### config.mk
export PLATFORM = sky130hd
export DESIGN_NAME = alu_share_ctrl_flat
export DESIGN_NICKNAME = d
export VERILOG_FILES = /design/src/rtl/alu_share_ctrl_if.sv /design/src/rtl/alu_share_ctrl.sv /design/src/flat_wrapper.sv
export SDC_FILE = /design/constraint.sdc
export NUM_CORES = 1
export LEC_CHECK = 0
export CAP_MARGIN = 10
export CORE_MARGIN = 8
export CORE_UTILIZATION = 34
export DETAILED_ROUTE_END_ITERATION = 10
export GPL_TIMING_DRIVEN = 0
export PLACE_DENSITY = 0.77
export SKIP_LAST_GASP = 1
export SLEW_MARGIN = 30
export SYNTH_ARGS = -nofsm -noshare
export SYNTH_HDL_FRONTEND = slang
export SYNTH_SLANG_ARGS = --single-unit
### constraint.sdc
create_clock -name clk -period 1.23 [get_ports clk]
set_input_delay 0.1845 -clock clk [delete_from_list [all_inputs] [get_ports clk]]
set_output_delay 0.1845 -clock clk [all_outputs]
set_load 0.1 [all_outputs]
### src/rtl/alu_share_ctrl_if.sv
// Bundle of the requester, ALU and response signals around alu_share_ctrl.
// The slave modport is the controller's view; master is the environment's view.
interface alu_share_ctrl_if #(
    parameter int N = 32
);
    logic         req0_valid;
    logic         req0_ready;
    logic [N-1:0] req0_a;
    logic [N-1:0] req0_b;
    logic [2:0]   req0_op;

    logic         req1_valid;
    logic         req1_ready;
    logic [N-1:0] req1_a;
    logic [N-1:0] req1_b;
    logic [2:0]   req1_op;

    logic [N-1:0] alu_a;
    logic [N-1:0] alu_b;
    logic [2:0]   alu_op;
    logic [N-1:0] alu_z;
    logic         alu_ex;

    logic         rsp_valid;
    logic         rsp_ready;
    logic         rsp_id;
    logic [N-1:0] rsp_z;
    logic         rsp_ex;
    logic         rsp_err;
    logic         busy;

    modport slave (
        input  req0_valid, req0_a, req0_b, req0_op,
        output req0_ready,
        input  req1_valid, req1_a, req1_b, req1_op,
        output req1_ready,
        output alu_a, alu_b, alu_op,
        input  alu_z, alu_ex,
        output rsp_valid, rsp_id, rsp_z, rsp_ex, rsp_err, busy,
        input  rsp_ready
    );

    modport master (
        output req0_valid, req0_a, req0_b, req0_op,
        input  req0_ready,
        output req1_valid, req1_a, req1_b, req1_op,
        input  req1_ready,
        input  alu_a, alu_b, alu_op,
        output alu_z, alu_ex,
        input  rsp_valid, rsp_id, rsp_z, rsp_ex, rsp_err, busy,
        output rsp_ready
    );
endinterface

### src/rtl/alu_share_ctrl.sv
// Shares one combinational ALU between two requesters, one op in flight.
//
// state | meaning
// IDLE  | arbitrate between valid requesters, accept one op
// EXEC  | registered operands drive the ALU, result captured at edge
// RESP  | response held on rsp_* until the consumer takes it
module alu_share_ctrl #(
    parameter int N = 32
) (
    input  logic              clk,
    input  logic              reset,
    alu_share_ctrl_if.slave   bus
);
    typedef enum logic [1:0] {
        IDLE = 2'd0,
        EXEC = 2'd1,
        RESP = 2'd2
    } state_t;

    state_t       state;
    state_t       state_nxt;
    logic         rr;
    logic         grant;
    logic         acc0;
    logic         acc1;
    logic         accept;
    logic [N-1:0] opa_q;
    logic [N-1:0] opb_q;
    logic [2:0]   op_q;
    logic         id_q;
    logic [N-1:0] z_q;
    logic         ex_q;
    logic         err_q;

    function automatic logic op_legal(input logic [2:0] op);
        case (op)
            3'b000, 3'b001, 3'b010, 3'b110, 3'b111: op_legal = 1'b1;
            default:                                op_legal = 1'b0;
        endcase
    endfunction

    // Arbitration: a lone requester wins; on contention rr names the winner.
    always_comb begin
        grant = 1'b0;
        if (bus.req0_valid && bus.req1_valid) begin
            grant = rr;
        end else if (bus.req1_valid) begin
            grant = 1'b1;
        end
    end

    // Next-state and handshake decode.
    always_comb begin
        state_nxt = state;
        acc0      = 1'b0;
        acc1      = 1'b0;
        case (state)
            IDLE: begin
                acc0 = bus.req0_valid && !grant;
                acc1 = bus.req1_valid && grant;
                if (acc0 || acc1) begin
                    state_nxt = EXEC;
                end
            end
            EXEC: state_nxt = RESP;
            RESP: begin
                if (bus.rsp_ready) begin
                    state_nxt = IDLE;
                end
            end
            default: state_nxt = IDLE;
        endcase
    end

    assign accept = acc0 | acc1;

    // State register.
    always_ff @(posedge clk) begin
        if (reset) begin
            state <= IDLE;
        end else begin
            state <= state_nxt;
        end
    end

    // Operand capture on accept, result capture at the end of EXEC.
    always_ff @(posedge clk) begin
        if (reset) begin
            rr    <= 1'b0;
            opa_q <= '0;
            opb_q <= '0;
            op_q  <= 3'b000;
            id_q  <= 1'b0;
            z_q   <= '0;
            ex_q  <= 1'b0;
            err_q <= 1'b0;
        end else begin
            if (accept) begin
                opa_q <= grant ? bus.req1_a  : bus.req0_a;
                opb_q <= grant ? bus.req1_b  : bus.req0_b;
                op_q  <= grant ? bus.req1_op : bus.req0_op;
                id_q  <= grant;
                rr    <= ~grant;
                err_q <= 1'b0;
            end
            if (state == EXEC) begin
                if (op_legal(op_q)) begin
                    z_q   <= bus.alu_z;
                    ex_q  <= bus.alu_ex;
                    err_q <= 1'b0;
                end else begin
                    z_q   <= '0;
                    ex_q  <= 1'b0;
                    err_q <= 1'b1;
                end
            end
        end
    end

    assign bus.req0_ready = acc0;
    assign bus.req1_ready = acc1;
    assign bus.alu_a      = opa_q;
    assign bus.alu_b      = opb_q;
    assign bus.alu_op     = op_q;
    assign bus.rsp_valid  = (state == RESP);
    assign bus.rsp_id     = id_q;
    assign bus.rsp_z      = z_q;
    assign bus.rsp_ex     = ex_q;
    assign bus.rsp_err    = err_q;
    assign bus.busy       = (state != IDLE);
endmodule

### src/flat_wrapper.sv
// flat-port wrapper written by rule: the top's interface ports become plain ports
module alu_share_ctrl_flat 
#(
    parameter int N = 32
)
  (clk, reset, bus_req0_valid, bus_req0_a, bus_req0_b, bus_req0_op, bus_req0_ready, bus_req1_valid, bus_req1_a, bus_req1_b, bus_req1_op, bus_req1_ready, bus_alu_a, bus_alu_b, bus_alu_op, bus_alu_z, bus_alu_ex, bus_rsp_valid, bus_rsp_id, bus_rsp_z, bus_rsp_ex, bus_rsp_err, bus_busy, bus_rsp_ready);
  alu_share_ctrl_if #(.N(N)) bus_i ();
  input  logic clk;
  input  logic reset;
  input wire logic [$bits(bus_i.req0_valid)-1:0] bus_req0_valid;
  input wire logic [$bits(bus_i.req0_a)-1:0] bus_req0_a;
  input wire logic [$bits(bus_i.req0_b)-1:0] bus_req0_b;
  input wire logic [$bits(bus_i.req0_op)-1:0] bus_req0_op;
  output wire logic [$bits(bus_i.req0_ready)-1:0] bus_req0_ready;
  input wire logic [$bits(bus_i.req1_valid)-1:0] bus_req1_valid;
  input wire logic [$bits(bus_i.req1_a)-1:0] bus_req1_a;
  input wire logic [$bits(bus_i.req1_b)-1:0] bus_req1_b;
  input wire logic [$bits(bus_i.req1_op)-1:0] bus_req1_op;
  output wire logic [$bits(bus_i.req1_ready)-1:0] bus_req1_ready;
  output wire logic [$bits(bus_i.alu_a)-1:0] bus_alu_a;
  output wire logic [$bits(bus_i.alu_b)-1:0] bus_alu_b;
  output wire logic [$bits(bus_i.alu_op)-1:0] bus_alu_op;
  input wire logic [$bits(bus_i.alu_z)-1:0] bus_alu_z;
  input wire logic [$bits(bus_i.alu_ex)-1:0] bus_alu_ex;
  output wire logic [$bits(bus_i.rsp_valid)-1:0] bus_rsp_valid;
  output wire logic [$bits(bus_i.rsp_id)-1:0] bus_rsp_id;
  output wire logic [$bits(bus_i.rsp_z)-1:0] bus_rsp_z;
  output wire logic [$bits(bus_i.rsp_ex)-1:0] bus_rsp_ex;
  output wire logic [$bits(bus_i.rsp_err)-1:0] bus_rsp_err;
  output wire logic [$bits(bus_i.busy)-1:0] bus_busy;
  input wire logic [$bits(bus_i.rsp_ready)-1:0] bus_rsp_ready;
  assign bus_i.req0_valid = bus_req0_valid;
  assign bus_i.req0_a = bus_req0_a;
  assign bus_i.req0_b = bus_req0_b;
  assign bus_i.req0_op = bus_req0_op;
  assign bus_req0_ready = bus_i.req0_ready;
  assign bus_i.req1_valid = bus_req1_valid;
  assign bus_i.req1_a = bus_req1_a;
  assign bus_i.req1_b = bus_req1_b;
  assign bus_i.req1_op = bus_req1_op;
  assign bus_req1_ready = bus_i.req1_ready;
  assign bus_alu_a = bus_i.alu_a;
  assign bus_alu_b = bus_i.alu_b;
  assign bus_alu_op = bus_i.alu_op;
  assign bus_i.alu_z = bus_alu_z;
  assign bus_i.alu_ex = bus_alu_ex;
  assign bus_rsp_valid = bus_i.rsp_valid;
  assign bus_rsp_id = bus_i.rsp_id;
  assign bus_rsp_z = bus_i.rsp_z;
  assign bus_rsp_ex = bus_i.rsp_ex;
  assign bus_rsp_err = bus_i.rsp_err;
  assign bus_busy = bus_i.busy;
  assign bus_i.rsp_ready = bus_rsp_ready;
  alu_share_ctrl #(.N(N)) u_core (.clk(clk), .reset(reset), .bus(bus_i));
endmodule
==> flow_metrics.tcl <==
set metrics [dict create \
    cts_max_level 3 \
    rsz0062_at_grt "yes" \
    p_int_uw 7510 \
    grt_pass1_vias 6089 \
    fin_cells 1082 \
    dp_hpwl_mm 16.7 \
    die_w_um 133 \
    die_h_um 133 \
    max_slew_margin_pct 61.7 \
    setup_viol 106 \
    ys_ff_latch 105 \
    core_sq_um 13200 \
    share_comb_of_total_power_pct 44.1 \
    fin_skew_ns 0.00725 \
    clk_pin_slew_ns 0.07 \
    ant_nets 0 \
    post_synth.cell_area_avg_sq_um 7.98 \
    worst_hold_slack_ns 0.395 \
    cp_max_fo 3 \
    drt_first_iter_violations 355 \
    synth-xor-area-share_pct 0 \
    worst_pin_slew_ns 0.574 \
    cts.sinks 105 \
    fmax_mhz 578 \
    cp-endpoint "bus_req0_ready" \
    min_period_over_period_pct 141 \
    drv_slew 0 \
    switching_share_pct 41.0 \
    cellPowerDensity_nw_per_um2 1430 \
    routedWlPerCell_um 21.5 \
    place.port_buffers 274 \
    period_needed_ns 1.73 \
    rr_startpoint "u_core.state[0]$_SDFFE_PP0P_" \
    synth.top_cell.area_share_pct 45.5 \
    synthMuxAreaShare_pct 0 \
    layout_common_cells "clkdlybuf4s50_1, buf_4, nand4_1" \
    die_area_sq_um 17600 \
    rows 42 \
    r2r-end "u_core.bus.alu_b[15]$_SDFFE_PP0P_" \
    ys.flop_type "dfxtp_1" \
    grt_usage_pct 24.9 \
    numCtsBuffers 9 \
    seqPwrFrac_pct 30.8 \
    root_buffer "clkbuf_16" \
    final_common_cell "clkdlybuf4s50_1" \
    crit_required_ns 1.05 \
    hp-class "input port to flip-flop" \
    status "finished with violations" \
    synth_area_leaders "dfxtp_1, nand4_1, a31oi_1, o21ai_0, nand3_1" \
    hold_viol 0 \
    antennaDiodeCount 0 \
    timing_worst_setup_path_type "flip-flop to output port" \
    nNetsFinal 1073 \
    postSynthCellCount 579 \
    grt_antenna_before_repair 0 \
    multiInputGateArea_sq_um 2320 \
    final-seq-area_sq_um 2220 \
    synth-adder-area-share_pct 0 \
    worstSetupStartpoint "u_core.state[0]$_SDFFE_PP0P_" \
    synth_nets 751 \
    rr_worst_depth 8 \
    pre_cts_slack_ns -1.33 \
    drc 0 \
    pwr-share-clk_pct 25.1 \
    initial_utilization_pct 34.9 \
    utilization_pct 67.0 \
    syn2layout_area_growth_pct 92.2 \
    yosysWarnings 0 \
    ioPinCount 278 \
    leakage_uw 0.00339 \
    synthArstFlopShare_pct 0 \
    grt_max_degree 18 \
    n_fill_cell 1129 \
    netSwitchingPower_uw 5210 \
    cts_tree "yes" \
    r2r_slack_ns -0.32 \
    synth_top_family_by_area "simple AND/OR/NAND/NOR gates" \
    worstSetupStartpointType "flip-flop" \
    routed_via_density 5.66 \
    clockBufferDepth 2 \
    grt_pass1_wl_mm 34.9 \
    netlist_area_sq_um 4620 \
    ys_types 24 \
    synth_top_area_cell "dfxtp_1" \
    firstDrtPassIters 7 \
    violations "negative setup slack" \
    synthSimpleGateAreaFrac_pct 25.1 \
    synth_edf_count 0 \
    ir_drop_mv 0.800 \
    wl_mm 23.3 \
    vias 6124 \
    grt_remaining_overflow 0 \
    dp_cells 1029 \
    place_congestion 0.832 \
    critPathArrivalTime_ns 1.55 \
    synth_compound_area_share_pct 21.5 \
    maxCapViolations 0 \
    insertion_delay_ns 0.35 \
    synth-seq-area-share_pct 45.5 \
    setup_slack_ns -0.500 \
    critPathCaptureType "output port" \
    drive_gt1_share_pct 37.0 \
]
routing by layer:
layer / up-vias / track usage [%] / wire, um
met5: - / 0 / 0
met4: 0 / 8.01 / 535
met1: 2903 / 28.6 / 8790
li1: 2838 / - / -
met2: 341 / 41.7 / 11400
met3: 42 / 9.27 / 2590
area by class of cell:
cell class | count | area share (%)
timing repair buffer | 316 | 34.9
multi-input combinational | 391 | 26.1
sequential | 105 | 25.0
buffer | 74 | 7.51
clock buffer | 9 | 2.54
tap | 176 | 2.48
clock inverter | 7 | 1.06
inverter | 4 | 0.338
cells in the mapped netlist, drive strengths merged, types with 4 or more instances:
library cell  count
dfxtp           105
nand4            98
o21ai            70
nand3            68
a31oi            65
clkbuf           47
a21oi            39
nand2            34
buf              32
inv               4
nand2b            4
power groups by stage:
stage	registers, uW	clock network (uW)	logic, uW
finish	3910	3190	5620
detailed placement	3980	0	4780
floorplan	6030	0	1180
CTS	3910	3190	5360
global route	3950	3360	5830
global placement	3960	0	4780
state kept, by name (all words and copies together), names as in the netlist:
name                flops
u_core.rr               1
u_core.bus.alu_op       3
u_core.bus.rsp_z       32
u_core.bus.rsp_id       1
u_core.bus.rsp_err      1
u_core.bus.rsp_ex       1
u_core.state            2
u_core.bus.alu_a       32
u_core.bus.alu_b       32
through the flow:
| stage | setup TNS, ns | instance area [sq um] | power, uW |
|---|---|---|---|
| global route | -24.10 | 8880 | 13100 |
| CTS | -15.66 | 8590 | 12500 |
| finish | -17.27 | 8880 | 12700 |
| detailed placement | -83.15 | 7790 | 8760 |
| floorplan | -2.21 | 4850 | 7210 |
| global placement | -83.47 | 7810 | 8740 |
critical path: stages, from the launching register on:
cell and delay [ns]:
dfxtp_4 0.37, a211oi_4 0.26, buf_6 0.15, buf_8 0.09, nand2_4 0.05, clkinvlp_4 0.09
buf_12 0.17
how the worst min path moves through the flow:
stage | startpoint | endpoint | depth (start not counted)
floorplan | bus_req0_a[10] | u_core.bus.alu_a[10]$_SDFFE_PP0P_ | 2
CTS | bus_req0_b[27] | u_core.bus.alu_b[27]$_SDFFE_PP0P_ | 3
global placement | u_core.bus.rsp_z[11]$_SDFFE_PP0P_ | u_core.bus.rsp_z[11]$_SDFFE_PP0P_ | 2
global route | bus_alu_z[19] | u_core.bus.rsp_z[19]$_SDFFE_PP0P_ | 3
finish | bus_req0_b[0] | u_core.bus.alu_b[0]$_SDFFE_PP0P_ | 3
detailed placement | u_core.bus.rsp_z[13]$_SDFFE_PP0P_ | u_core.bus.rsp_z[13]$_SDFFE_PP0P_ | 2
kinds of logic after synthesis:
| group | Yosys count |
|---|---|
| AND/OR/NAND/NOR | 213 |
| buffers and inverters | 83 |
| flip-flops | 105 |
| AO/OA/AOI/OAI | 178 |
timing repair:
item | CTS | global route
setup buffers | 24 | 9
pin swaps | 33 | 59
hold buffers | 0 | 0
cloned | 7 | 4
endpoints found under the setup margin | 211 | 110
gates resized for setup | 742 | 50
Note: power is estimated with default switching activity, not from simulation.
